$ cat src/rtl/led_pattern_ctrl.sv
`default_nettype none
// ============================================================================
//  Module      : led_pattern_ctrl
//  Description : Multi-channel LED pattern controller. One shared tick
//                prescaler drives CHANNELS independent channels, each set at
//                run time to OFF, ON, periodic BLINK or one-shot PULSE.
//  Revision    : 1.0 - initial release
// ============================================================================
module led_pattern_ctrl #(
   parameter int CLK_FREQ = 50_000_000,
   parameter int TICK_HZ  = 1000,
   parameter int CHANNELS = 4,
   parameter int CNT_W    = 16
) (
   input  logic                                                clk,
   input  logic                                                rst_n,
   input  logic                                                cfg_we,
   input  logic [((CHANNELS > 1) ? $clog2(CHANNELS) : 1)-1:0]  cfg_ch,
   input  logic [1:0]                                          cfg_mode,
   input  logic [CNT_W-1:0]                                    cfg_period,
   output logic [CHANNELS-1:0]                                 led,
   output logic [CHANNELS-1:0]                                 busy
);

   localparam int CH_W = (CHANNELS > 1) ? $clog2(CHANNELS) : 1;
   localparam int DIV  = CLK_FREQ / TICK_HZ;
   localparam int PC_W = (DIV > 1) ? $clog2(DIV) : 1;

   localparam logic [PC_W-1:0]  C_PC_LAST = PC_W'(DIV - 1);
   localparam logic [PC_W-1:0]  C_PC_ONE  = PC_W'(1);
   localparam logic [CNT_W-1:0] C_ONE     = CNT_W'(1);
   localparam logic [CNT_W:0]   C_ONE_X   = (CNT_W + 1)'(1);

   typedef enum logic [1:0] {
      MODE_OFF   = 2'b00,
      MODE_ON    = 2'b01,
      MODE_BLINK = 2'b10,
      MODE_PULSE = 2'b11
   } mode_t;

   logic [PC_W-1:0] r_pc;
   logic            w_tick;

   // Tick is the single cycle where the prescaler sits at its last count.
   assign w_tick = (r_pc == C_PC_LAST);

   // Free-running prescaler; only reset ever clears it, never a config write.
   always_ff @(posedge clk or negedge rst_n) begin
      if (!rst_n) begin
         r_pc <= '0;
      end else if (w_tick) begin
         r_pc <= '0;
      end else begin
         r_pc <= r_pc + C_PC_ONE;
      end
   end

   generate
      for (genvar gi = 0; gi < CHANNELS; gi++) begin : g_ch
         mode_t            r_mode;
         logic [CNT_W-1:0] r_period;
         logic [CNT_W-1:0] r_cnt;
         logic             r_led;
         logic             r_busy;
         logic             w_sel;
         logic [CNT_W-1:0] w_per_eff;
         logic             w_last;

         // Index values beyond CHANNELS-1 match no channel and are dropped.
         assign w_sel     = cfg_we && (cfg_ch == CH_W'(gi));
         // A stored period of zero behaves as one tick.
         assign w_per_eff = (r_period == '0) ? C_ONE : r_period;
         // Extended by one bit so cnt+1 cannot wrap before the compare.
         assign w_last    = (({1'b0, r_cnt} + C_ONE_X) == {1'b0, w_per_eff});

         // Channel state: a write wins over a coincident tick.
         always_ff @(posedge clk or negedge rst_n) begin
            if (!rst_n) begin
               r_mode   <= MODE_OFF;
               r_period <= '0;
               r_cnt    <= '0;
               r_led    <= 1'b0;
               r_busy   <= 1'b0;
            end else if (w_sel) begin
               r_mode   <= mode_t'(cfg_mode);
               r_period <= cfg_period;
               r_cnt    <= '0;
               r_led    <= (cfg_mode != MODE_OFF);
               r_busy   <= (cfg_mode == MODE_PULSE);
            end else if (w_tick) begin
               case (r_mode)
                  MODE_BLINK: begin
                     if (w_last) begin
                        r_led <= ~r_led;
                        r_cnt <= '0;
                     end else begin
                        r_cnt <= r_cnt + C_ONE;
                     end
                  end
                  MODE_PULSE: begin
                     if (w_last) begin
                        r_led  <= 1'b0;
                        r_busy <= 1'b0;
                        r_mode <= MODE_OFF;
                        r_cnt  <= '0;
                     end else begin
                        r_cnt <= r_cnt + C_ONE;
                     end
                  end
                  default: begin
                     r_cnt <= r_cnt;
                  end
               endcase
            end
         end

         assign led[gi]  = r_led;
         assign busy[gi] = r_busy;
      end
   endgenerate

endmodule
`default_nettype wire

$ cat config.mk
export PLATFORM = sky130hd
export DESIGN_NAME = led_pattern_ctrl
export DESIGN_NICKNAME = d
export VERILOG_FILES = /design/src/rtl/led_pattern_ctrl.sv
export SDC_FILE = /design/constraint.sdc
export NUM_CORES = 1
export LEC_CHECK = 0
export CAP_MARGIN = 20
export CORE_ASPECT_RATIO = 0.9
export CORE_MARGIN = 2
export CORE_UTILIZATION = 35
export DETAILED_ROUTE_END_ITERATION = 10
export MAX_ROUTING_LAYER = met4
export SETUP_SLACK_MARGIN = 0.05
export SLEW_MARGIN = 20
export SYNTH_ARGS = -nofsm -noshare
export SYNTH_HDL_FRONTEND = slang
export SYNTH_SLANG_ARGS = --single-unit
$ cat constraint.sdc
create_clock -name clk -period 2.7 [get_ports clk]
set_input_delay 0.27 -clock clk [delete_from_list [all_inputs] [get_ports clk]]
set_output_delay 0.27 -clock clk [all_outputs]
set_load 0.01 [all_outputs]
After elaboration in Yosys (flattened, before gate mapping)
Index checks and enable logic that the tools add are counted.
- memory bits (read-only): 0
- logic and storage cells: 174
- bits in latches: 0
- memories kept: 0
- RAM bits: 0
- flip-flop bits (word level): 160
- order comparisons: 0
- shifts and indexed selects: 0
- add/sub/neg operators: 9
- bitwise logic cells: 4
- $mul: 0
- reduce and logical (&&, ||, !) cells: 46
- mux-type cells: 69
- equality and inequality tests: 25
- divide/modulo/power cells: 0
- operators with widths (cell ; number):
    $mux W16 ; 21
    $add A16 B1 Y16 const B ; 5
    $add A16 B1 Y17 const B ; 4
    $eq A17 B16 Y1 ; 4
    $logic_not A16 Y1 ; 4
    $reduce_bool A2 Y1 ; 17
    $mux W2 ; 16
    $mux W1 ; 28
    $ne A3 B3 Y1 const B ; 8
    $eq A2 B2 Y1 const B ; 11
    $eq A16 B16 Y1 const B ; 1
    $reduce_and A4 Y1 ; 4
    $reduce_and A3 Y1 ; 4
    $reduce_bool A3 Y1 ; 4
    $pmux W1 S2 ; 4
    $reduce_and A2 Y1 ; 4
    $reduce_or A2 Y1 ; 4
    $logic_and A1 B1 Y1 ; 4
    $not A1 Y1 ; 4
    $eq A2 B1 Y1 const B ; 1
    $logic_not A2 Y1 ; 1

Depth between registers and ports, before layout
Gate-level depths: netlist of run 1.
- depth in word-level cells: 7
- gate-level depth with buffers: 10

Worst setup path after synthesis of run 1
Ideal clock, no wire load.
- path kind: register to register
- start: register g_ch[3].r_cnt[0]
- end: register g_ch[3].r_led
- arrival time: 2547 ps
- cell stages (with the launch flop): 10
- path buffers: 1
- slack: 27 ps
- clock period less this slack: 2673 ps
- data required time: 2574 ps
- cell sequence: dfrtp_1 -> ha_1 -> nand4_1 -> or4_1 -> xor2_1 -> o22ai_1 -> or4_1 -> buf_2 -> o31a_1 -> o32a_1
- cells in the longest elaborated chain, start to end: 4
- ends and longest elaborated chain (what ; line ; text):
    start, declared ; 62 ; logic [CNT_W-1:0] r_cnt;
    start signal, assigned ; 97 ; r_cnt <= r_cnt + C_ONE;
    start signal, assigned ; 107 ; r_cnt <= r_cnt + C_ONE;
    start signal, assigned ; 111 ; r_cnt <= r_cnt;
    $add A16 B1 Y17 (*) ; 74 ; assign w_last = (({1'b0, r_cnt} + C_ONE_X) == {1'b0, w_per_eff});
    $eq A17 B16 Y1 (*) ; 74 ;
    $ne A3 B3 Y1 (no source line) ; - ;
    $reduce_and A4 Y1 (no source line) (*) ; - ;
    end signal, assigned ; 88 ; r_led <= (cfg_mode != MODE_OFF);
    end signal, assigned ; 94 ; r_led <= ~r_led;
    end, declared ; 63 ; logic r_led;
Every way passes the cells marked *; elsewhere a longest branch is shown, timed or not.
A chain may end at the register's enable or synchronous reset.

Worst setup path in the final report of run 1
- start: register g_ch[1].r_cnt[1]
- end: register g_ch[1].r_busy
- cells in the longest elaborated chain, start to end: 4
- ends and longest elaborated chain (what ; line ; text):
    start, declared ; 62 ;
    start signal, assigned ; 97 ;
    start signal, assigned ; 107 ;
    start signal, assigned ; 111 ;
    $add A16 B1 Y17 ; 74 ;
    $eq A17 B16 Y1 ; 74 ;
    $reduce_bool A2 Y1 (no source line) ; - ;
    $reduce_and A3 Y1 (no source line) ; - ;
    end signal, assigned ; 89 ; r_busy <= (cfg_mode == MODE_PULSE);
    end, declared ; 64 ; logic r_busy;
Every way passes these cells.

==> out/metrics.cfg, run 1 <==
[final_layout]
area_growth_pct = 19.5
post-route-util = 0.423
n_antenna_cell = 0
fill_cells = 2659
drive_gt1_frac = 0.134
nNetsFinal = 1220
fin_area_sq_um = 11400

[pwr]
irDropWorstVdd_uv = 491
seqPwrFrac = 0.459
p_comb_frac = 0.142
p_int_mw = 4.42
powerDensity_nw_per_um2 = 541
switching_share = 0.282
power_switching_mw = 1.73
leakage_nw = 5.02
clkPwrFrac = 0.400

[detailed_routing]
drt-initial-drc-count = 651
drcViolationCount = 0
finalWirelength_microns = 26400
vias_per_cell = 5.29
ant_nets = 0
num_vias = 8243
post_drt_wl_per_cell_microns = 16.9
drt_first_pass_iters = 5

[logic_synthesis]
yosys.area_share.xor_xnor = 0.121
synth_fa_ha_area_frac = 0.00658
syn-cell-area_sq_um = 9500
synthTopCellsByCount = 294 x nand2_1, 160 x dfrtp_1, 85 x nor2_1
synth_largest_area_cell = dfrtp_1
ys_warn_count = 0
muxShareOfSynthArea = 0.00974
synthCells = 1128
yosysTopAreaCellShare = 0.421
synth_compound_area_frac = 0.0964
syn_area_per_cell_sq_um = 8.42
post-synth-top-count-cell = nand2_1
ys_ff_latch = 160
synth_area_leaders = dfrtp_1 42%, nand2_1 12%, xnor2_1 6.8%
synthFlopType = dfrtp_1
synth_edf_count = 0
syn_nets = 1156
synth-simple-area-share = 0.304
synth_async_sr_flop_share = 1.00
ys_types = 72
synth_top_family_by_area = simple AND/OR/NAND/NOR gates
synth.yosys.seq_area_share = 0.421

[grt]
grt_pass1_wl_microns = 42500
globalRouteOverflowTotal = 0
grt_max_degree = 71
track_usage = 0.195
antenna_found_initial = 0
grt_pass1_vias = 7815

[worst_setup_path]
critPathKind = reg -> reg
worstSetupEndpointType = flip-flop
start_kind = flip-flop
arrival_ns = 2.86
r2r_slack_ns = 0.14
required_ns = 3.00
crit_path_max_fanout = 7

[sta]
finalSetupViolCount = 0
worst_slew_pin_slew_ns = 0.536
finalCriticalPeriod_ns = 2.56
drv_slew = 0
hold_violations = 0
grt_setup_unrepaired = yes
fin_ws_ns = 0.143
max_slew_margin = 0.639
fin_crit_sh = 0.947
max_freq_ghz = 0.391
fin_tns_setup_ns = 0
skew_ns = 0.0105

[floorplanning]
core_area_sq_um = 26800
io-pin-count = 31
die_area_sq_um = 28500
die_x_microns = 178
start_util = 0.354
rows = 57
chipHeight_microns = 160

[clocking]
clkLatencyLatePin_ns = 0.44
path_clk_slew_ns = 0.07
htree_levels = 4
cts_buffers = 17
cts_tree = done
cts.sinks = 160
cts_root_buf = clkbuf_16
cts_buffer_depth = 2

[placement]
postPlaceCellArea_sq_um = 10600
gp_congestion = 0.895
io_buffers = 30
dp_hpwl_microns = 19200
post-place-ws_ns = 0.0431

[outcome]
status = finished, final reports clean

[run]
max-cap-violations = 0

[worst_hold_path]
min_path_type = in -> async

[flip-flops by register name, summed over array words and instances, names as in the netlist]
register	flops
g_ch.r_period	64
r_pc	16
g_ch.r_cnt	64
g_ch.r_busy	4
g_ch.r_mode	8
g_ch.r_led	4
[cell usage in the layout, fill, tap and decap left out, types with 13 or more instances in the layout]
cell type,Yosys,routed
nor2b_1,13,13
clkbuf_16,0,17
xor2_1,57,56
inv_1,13,13
and3_1,22,22
clkdlybuf4s50_1,0,29
nor3_1,41,40
nor2_1,85,84
xnor2_1,74,73
dfrtp_1,160,156
and2_1,14,14
buf_4,9,84
o21ai_0,20,18
nand3_1,33,30
nand4_1,29,29
nand2_1,294,294
o221ai_1,17,17
nor4_1,18,18
a21oi_1,13,13
[logic make-up after synthesis]
logic type,count (synthesis)
flip-flops,160
AND/OR/NAND/NOR,610
XOR/XNOR,131
AO/OA/AOI/OAI,124
buffers and inverters,89
multiplexers,9
adder cells (fa/ha/maj),5
[area by class of cell]
type	count	area [sq um]	area share
Clock buffer	23	478	0.0421
Sequential cell	160	4010	0.353
Inverter	13	48.8	0.00430
Timing Repair Buffer	121	1040	0.0912
Clock inverter	8	105	0.00926
Tap cell	354	443	0.0390
Multi-Input combinational cell	879	5240	0.461
[power by group through the flow]
stage               Clock, mW  Combinational (mW)  Sequential [mW]
floorplan                   0               0.570             2.77
global placement            0               0.826             2.86
detailed placement          0               0.839             2.86
CTS                      2.50               0.849             2.82
global route             2.61               0.970             2.85
finish                   2.46               0.871             2.82
[path summary, 6_finish.rpt]
check / from / to / cells past startpoint
worst min register to register: r_pc[0] / r_pc[0] / 1
worst min-delay path: rst_n / g_ch[1].r_cnt[7] / 2
min in group clk: r_pc[0] / r_pc[0] / 1
worst max-delay path: g_ch[1].r_cnt[1] / g_ch[1].r_busy / 9
max in group asynchronous: rst_n / g_ch[0].r_cnt[9] / 3
worst max register to register: g_ch[1].r_cnt[1] / g_ch[1].r_busy / 9
[critical path: stages, from the launching register on]
cell,delay [ns]
dfrtp_1,0.42
ha_1,0.21
buf_4,0.14
and3_1,0.21
and3_1,0.22
xnor2_1,0.21
nand4_1,0.11
or4_4,0.49
nor4_1,0.31
o22ai_1,0.12
[per-layer routing]
layer	vias to the layer above	global-route usage	part of all wire
li1	4015	-	-
met1	4009	0.279	0.50
met2	179	0.283	0.44
met3	40	0.0324	0.046
met4	0	0.0537	0.016
met5	-	-	0
[through the flow]
stage / std cells / hold WS, ns / power, mW
5_1_grt: 1558 / 0.360 / 6.43
2_1_floorplan: 1128 / -0.0256 / 3.34
3_5_place_dp: 1520 / 0.225 / 3.70
3_3_place_gp: 1520 / 0.221 / 3.68
4_1_cts: 1552 / 0.342 / 6.17
6_report: 1558 / 0.326 / 6.15
[timing repair]
| item | CTS | global route |
|---|---|---|
| hold endpoints to repair | 42 | 0 |
| gates resized for setup | 2 | 31 |
| pin swaps | 0 | 7 |
| endpoints found under the setup margin | 4 | 56 |
| hold buffers | 1 | 0 |
| buffers inserted | 0 | 6 |
(Power assumes the default switching activity.)
==> inputs of run 2 (changes only) <==
PLACE_DENSITY = 0.56   (was not set)
==> run 2 against run 1 <==
  * Register-to-register slack got worse by 0.04 ns
  * Critical path type unchanged
  * Sequential power barely moved
  * Hold slack gained 0.054 ns
  * Critical endpoint unchanged
  * Critical path depth is 2 lower
  * Largest cell class unchanged
  * Largest power group unchanged
  * Global-route usage up 0.59 points
  * Final cell count rose by 0.39%
==> out/metrics.cfg, run 2 (same netlist as run 1, synthesis figures left out) <==
[outcome]
status = finished, final reports clean  ; unchanged

[final_layout]
area_growth_pct = 19.2  ; was 19.5%
mostFrequentLayoutCells = 294 x nand2_1, 158 x dfrtp_1, 93 x buf_4  ; was 294 x nand2_1, 156 x dfrtp_1, 84 x nor2_1, 84 x buf_4, 73 x xnor2_1
n_antenna_cell = 0  ; unchanged
multi_input_area_sq_um = 5180  ; was 5240 sq um
fill_cells = 2756  ; was 2659
drive_gt1_frac = 0.134  ; about the same
nNetsFinal = 1225  ; was 1220
largest_registers = g_ch.r_cnt (64), g_ch.r_period (64), r_pc (16)  ; unchanged
seq_area_sq_um = 4010  ; about the same
post-route-util = 0.423  ; about the same
layout_commonest_cell = nand2_1  ; unchanged

[placement]
io_buffers = 30  ; unchanged
gp_congestion = 0.897  ; was 0.895
dp_hpwl_microns = 19800  ; was 19200 microns

[sta]
finalSetupViolCount = 0  ; unchanged
hold_violations = 0  ; unchanged
fin_tns_setup_ns = 0  ; unchanged
max_freq_ghz = 0.385  ; was 0.391 GHz
skew_ns = 0.0150  ; was 0.0105 ns
max_slew_margin = 0.571  ; was 0.639
finalCriticalPeriod_ns = 2.60  ; was 2.56 ns
fin_crit_sh = 0.961  ; was 0.947
drv_slew = 0  ; unchanged
hold_slack_ns = 0.380  ; was 0.326 ns
worst_slew_pin_slew_ns = 0.642  ; was 0.536 ns

[run]
max-cap-violations = 0  ; unchanged

[grt]
grt_pass1_wl_microns = 43900  ; was 42500 microns
globalRouteOverflowTotal = 0  ; unchanged
grt_max_degree = 65  ; was 71
track_usage = 0.201  ; was 0.195
antenna_found_initial = 0  ; unchanged
grt_pass1_vias = 8016  ; was 7815

[detailed_routing]
post_drt_wl_per_cell_microns = 17.3  ; was 16.9 microns
drt-initial-drc-count = 636  ; was 651
drcViolationCount = 0  ; unchanged
drt_first_pass_iters = 5  ; unchanged
ant_nets = 0  ; unchanged
finalWirelength_microns = 27000  ; was 26400 microns
vias_per_cell = 5.31  ; was 5.29
num_vias = 8303  ; was 8243

[clocking]
htree_levels = 4  ; unchanged
path_clk_slew_ns = 0.08  ; was 0.07 ns
cts_buffers = 17  ; unchanged
clkLatencyLatePin_ns = 0.44  ; about the same
cts_root_buf = clkbuf_16  ; unchanged
cts_tree = done  ; unchanged
cts.sinks = 160  ; unchanged
cts_buffer_depth = 2  ; unchanged

[worst_setup_path]
crit_start = g_ch[1].r_cnt[7]  ; was g_ch[1].r_cnt[1]
crit_path_max_fanout = 7  ; unchanged
path_cells = nand3_1 -> o31ai_1 -> mux2i_1 -> o22ai_1 -> or4_4 -> nor4_1 -> o22ai_1  ; was ha_1 -> buf_4 -> and3_1 -> and3_1 -> xnor2_1 -> nand4_1 -> or4_4 -> nor4_1 -> o22ai_1
critPathMaxStageDelay_ns = 0.62  ; was 0.49 ns
crit_slowest_cell = or4_4  ; unchanged
r2r_slack_ns = 0.10  ; was 0.14 ns
arrival_ns = 2.90  ; was 2.86 ns
start_kind = flip-flop  ; unchanged
worstSetupEndpointType = flip-flop  ; unchanged
ff2ff_path_depth = 7  ; was 9
required_ns = 3.01  ; was 3.00 ns
critPathKind = reg -> reg  ; unchanged
timing.rr.end = g_ch[1].r_busy  ; unchanged
endpoint = g_ch[1].r_busy  ; unchanged
r2r_start = g_ch[1].r_cnt[7]  ; was g_ch[1].r_cnt[1]
crit_top_cell = o22ai_1  ; was and3_1

[worst_hold_path]
min_path_type = in -> async  ; unchanged

[floorplanning]
io-pin-count = 31  ; unchanged
core_area_sq_um = 26800  ; unchanged
die_x_microns = 178  ; unchanged
start_util = 0.354  ; unchanged
die_area_sq_um = 28500  ; unchanged
rows = 57  ; unchanged
chipHeight_microns = 160  ; unchanged

[pwr]
irDropWorstVdd_uv = 504  ; was 491 uV
leakage_nw = 5.02  ; about the same
powerDensity_nw_per_um2 = 551  ; was 541 nW/um^2

[run 2: changes by cell type in the layout (fill, tap and decap cells not counted), moves of 2 or more]
cell,before,now
buf_4,84,93
buf_6,4,1
clkbuf_1,3,0
clkbuf_8,3,1
dfrtp_1,156,158
dfrtp_2,4,2
inv_6,1,6
inv_8,0,2
nand3_1,30,32
nand3_2,4,2
[run 2: through the flow]
step	total power [mW]	worst slack, ns	cells	area (sq um)
after global placement	3.70	0.0642	1525	10600
final	6.24	0.104	1564	11300
after CTS	6.28	0.0533	1558	11200
after detailed placement	3.72	0.0516	1525	10600
after floorplan	3.34	0.0504	1128	9510
after global routing	6.51	-0.0128	1564	11300
[run 2: worst min-delay path by stage]
stage,start,end,slack [ns],depth (start not counted)
after global placement,rst_n,g_ch[1].r_cnt[13],0.30,1
final,rst_n,g_ch[1].r_cnt[13],0.38,2
after floorplan,rst_n,g_ch[0].r_busy,-0.03,0
after global routing,rst_n,g_ch[1].r_period[11],0.44,2
after detailed placement,rst_n,g_ch[1].r_cnt[13],0.30,1
after CTS,rst_n,g_ch[1].r_cnt[13],0.41,2
[run 2: final cells by class]
type / count / area share
Clock buffer: 18 / 0.0388
Clock inverter: 14 / 0.0148
Inverter: 13 / 0.00431
Multi-Input combinational cell: 879 / 0.457
Sequential cell: 160 / 0.354
Tap cell: 354 / 0.0391
Timing Repair Buffer: 126 / 0.0926
[run 2: metal layers]
metal	up-vias	track usage	wire (microns)
li1	4016	-	-
met1	4075	0.285	13500
met2	184	0.299	12100
met3	28	0.0365	1130
met4	0	0.0417	348
met5	-	-	0
[run 2: power by group]
part           switching [mW]  internal, mW
logic                   0.481         0.402
registers               0.219          2.58
clock network            1.13          1.42
total                    1.83          4.41
[run 2: critical path, delay by kind of cell, from the launching register on]
family / cells / cell delay, ns
and+or+nand+nor: 3 / 1.15
AOI/OAI and AO/OA: 3 / 0.60
DFF: 1 / 0.47
muxes: 1 / 0.24
[run 2: timing repair]
| item | 4_1_cts | 5_1_grt |
|---|---|---|
| endpoints found under the setup margin | 3 | 63 |
| hold buffers | 1 | 0 |
| endpoints found under the hold margin | 60 | 0 |
| resized for setup | 2 | 17 |
| pin swaps | 0 | 6 |
| buffers inserted | 0 | 6 |
==> inputs of run 3 (changes only) <==
CORE_UTILIZATION = 39   (was 35)
CTS_BUF_LIST = sky130_fd_sc_hd__clkbuf_8   (was not set)
DONT_BUFFER_PORTS = 1   (was not set)
PLACE_DENSITY = 0.59   (was 0.56)
==> run 3 against run 2 <==
  * The flow now finishes with violations (negative hold slack)
  * Maximum frequency up 2.7%
  * Final cell count is 3.9% lower
  * Utilization increased by 2.7 points
  * First-iteration DRC count is 10% higher
  * Sequential cell count unchanged
  * Sequential share of layout area up 1.6 points
==> out/metrics.cfg, run 3 (same netlist as run 1, synthesis figures left out) <==
[outcome]
status = complete, but fails checks  ; was finished, final reports clean
violations = negative hold slack

[floorplanning]
die_x_microns = 169  ; was 178 microns
rows = 54  ; was 57
chipHeight_microns = 152  ; was 160 microns
io-pin-count = 31  ; unchanged
die_area_sq_um = 25600  ; was 28500 sq um
core_area_sq_um = 24100  ; was 26800 sq um
start_util = 0.394  ; was 0.354

[detailed_routing]
drt_first_pass_iters = 5  ; unchanged
drt-initial-drc-count = 701  ; was 636
finalWirelength_microns = 26500  ; was 27000 microns
ant_nets = 0  ; unchanged
num_vias = 8188  ; was 8303
drcViolationCount = 0  ; unchanged
post_drt_wl_per_cell_microns = 17.6  ; was 17.3 microns
vias_per_cell = 5.45  ; was 5.31

[placement]
gp_congestion = 0.906  ; was 0.897
dp.cells = 1447  ; was 1525
post-place-ws_ns = 0.0236  ; was 0.0516 ns
postPlaceCellArea_sq_um = 10200  ; was 10600 sq um
dp_hpwl_microns = 18600  ; was 19800 microns
io_buffers = 0  ; was 30

[final_layout]
layout_commonest_cell = nand2_1  ; unchanged
drive_gt1_frac = 0.133  ; was 0.134
fin_area_sq_um = 10900  ; was 11300 sq um
nNetsFinal = 1209  ; was 1225
post-route-util = 0.450  ; was 0.423
mostFrequentLayoutCells = 294 x nand2_1, 156 x dfrtp_1, 90 x buf_4  ; was 294 x nand2_1, 158 x dfrtp_1, 93 x buf_4
area_growth_pct = 14.2  ; was 19.2%
layout.cells.non_filler = 1503  ; was 1564
largest_registers = g_ch.r_cnt (64), g_ch.r_period (64), r_pc (16)  ; unchanged

[worst_setup_path]
path_cells = ha_1 -> xor2_1 -> a2111oi_1 -> nand4_1 -> or3_1 -> buf_4 -> or3_1 -> a31oi_1  ; was nand3_1 -> o31ai_1 -> mux2i_1 -> o22ai_1 -> or4_4 -> nor4_1 -> o22ai_1
required_ns = 3.09  ; was 3.01 ns
path_delay_family = simple AND/OR/NAND/NOR gates  ; unchanged
crit_path_max_fanout = 9  ; was 7
crit_top_cell = or3_1  ; was o22ai_1
crit_slowest_cell = dfrtp_2  ; was or4_4
worstSetupEndpointType = flip-flop  ; unchanged
start_kind = flip-flop  ; unchanged
arrival_ns = 2.92  ; was 2.90 ns
critPathKind = reg -> reg  ; unchanged
worst-path-buf-inv = 1  ; was 0
critPathMaxStageDelay_ns = 0.45  ; was 0.62 ns

[sta]
skew_ns = 0.0175  ; was 0.0150 ns
hold_slack_ns = -0.528  ; was 0.380 ns
hold_violations = 160  ; was 0
fin_tns_setup_ns = 0  ; unchanged
fin_crit_sh = 0.936  ; was 0.961
grt_setup_unrepaired = yes
max_slew_margin = 0.523  ; was 0.571
drv_slew = 0  ; unchanged
worst_slew_pin_slew_ns = 0.713  ; was 0.642 ns
finalSetupViolCount = 0  ; unchanged
finalCriticalPeriod_ns = 2.53  ; was 2.60 ns
max_freq_ghz = 0.396  ; was 0.385 GHz
fin_ws_ns = 0.172  ; was 0.104 ns

[pwr]
powerDensity_nw_per_um2 = 479  ; was 551 nW/um^2
total_power_mw = 5.20  ; was 6.24 mW
leakage_nw = 4.85  ; was 5.02 nW
irDropWorstVdd_uv = 271  ; was 504 uV

[clocking]
cts_tree = done  ; unchanged
htree_levels = 4  ; unchanged
cts_root_buf = clkbuf_8  ; was clkbuf_16
postCtsHoldBufs = 18  ; was 1
cts_buffers = 17  ; unchanged
path_clk_slew_ns = 0.10  ; was 0.08 ns
clkLatencyLatePin_ns = 0.48  ; was 0.44 ns
cts.sinks = 160  ; unchanged
cts_buffer_depth = 2  ; unchanged

[worst_hold_path]
min_path_type = in -> async  ; unchanged

[grt]
grt_pass1_vias = 7778  ; was 8016
grt_pass1_wl_microns = 42800  ; was 43900 microns
globalRouteOverflowTotal = 0  ; unchanged
grt_max_degree = 161  ; was 65
antenna_found_initial = 0  ; unchanged
track_usage = 0.218  ; was 0.201

[run]
max-cap-violations = 0  ; unchanged

-- run 3: power by group --
part | leakage [nW] | switching (mW) | internal (mW)
registers | 2.09 | 0.234 | 2.58
clock network | 0.172 | 0.997 | 0.644
logic | 2.59 | 0.395 | 0.342
total | 4.85 | 1.63 | 3.57
-- run 3: per-layer routing --
metal | global-route usage | wire, microns | vias to the layer above
li1 | - | - | 4006
met1 | 0.309 | 12900 | 3956
met2 | 0.320 | 11700 | 194
met3 | 0.0422 | 1450 | 32
met4 | 0.0554 | 407 | 0
met5 | - | 0 | -
-- run 3: worst register-to-register path: cells and delay by family (launching register included) --
family | cells | cell delay (ns)
XOR/XNOR | 1 | 0.15
flip-flops | 1 | 0.45
buffers and inverters | 1 | 0.19
AO/OA/AOI/OAI | 2 | 0.54
adder cells (fa/ha/maj) | 1 | 0.34
AND/OR/NAND/NOR | 3 | 0.80
-- run 3: repair_timing --
action	CTS	global route
endpoints found under the setup margin	7	72
pin swaps	0	3
hold endpoints to repair	235	160
buffers inserted	0	5
resized for setup	2	20
-- run 3: final timing paths --
| path | startpoint | end | depth (start not counted) | slack (ns) |
|---|---|---|---|---|
| min in group clk | cfg_mode[1] | g_ch[0].r_mode[1] | 2 | 0.04 |
| min reg2reg | r_pc[0] | r_pc[0] | 1 | 0.46 |
| max reg2reg | g_ch[2].r_cnt[0] | g_ch[2].r_led | 8 | 0.17 |
| max | g_ch[2].r_cnt[0] | g_ch[2].r_led | 8 | 0.17 |
| min | rst_n | g_ch[1].r_cnt[7] | 0 | -0.53 |
| max in group asynchronous | rst_n | g_ch[3].r_cnt[9] | 0 | 2.91 |
-- run 3: layout make-up --
class | count | area, sq um
clock buffers | 17 | 234
diodes | 2 | 5.00
repair buffers | 110 | 887
multi-input cells | 879 | 5170
fillers | 2380 | 13300
flip-flops and latches | 160 | 4010
well taps | 308 | 385
inverters | 13 | 48.8
clock inverters | 14 | 113
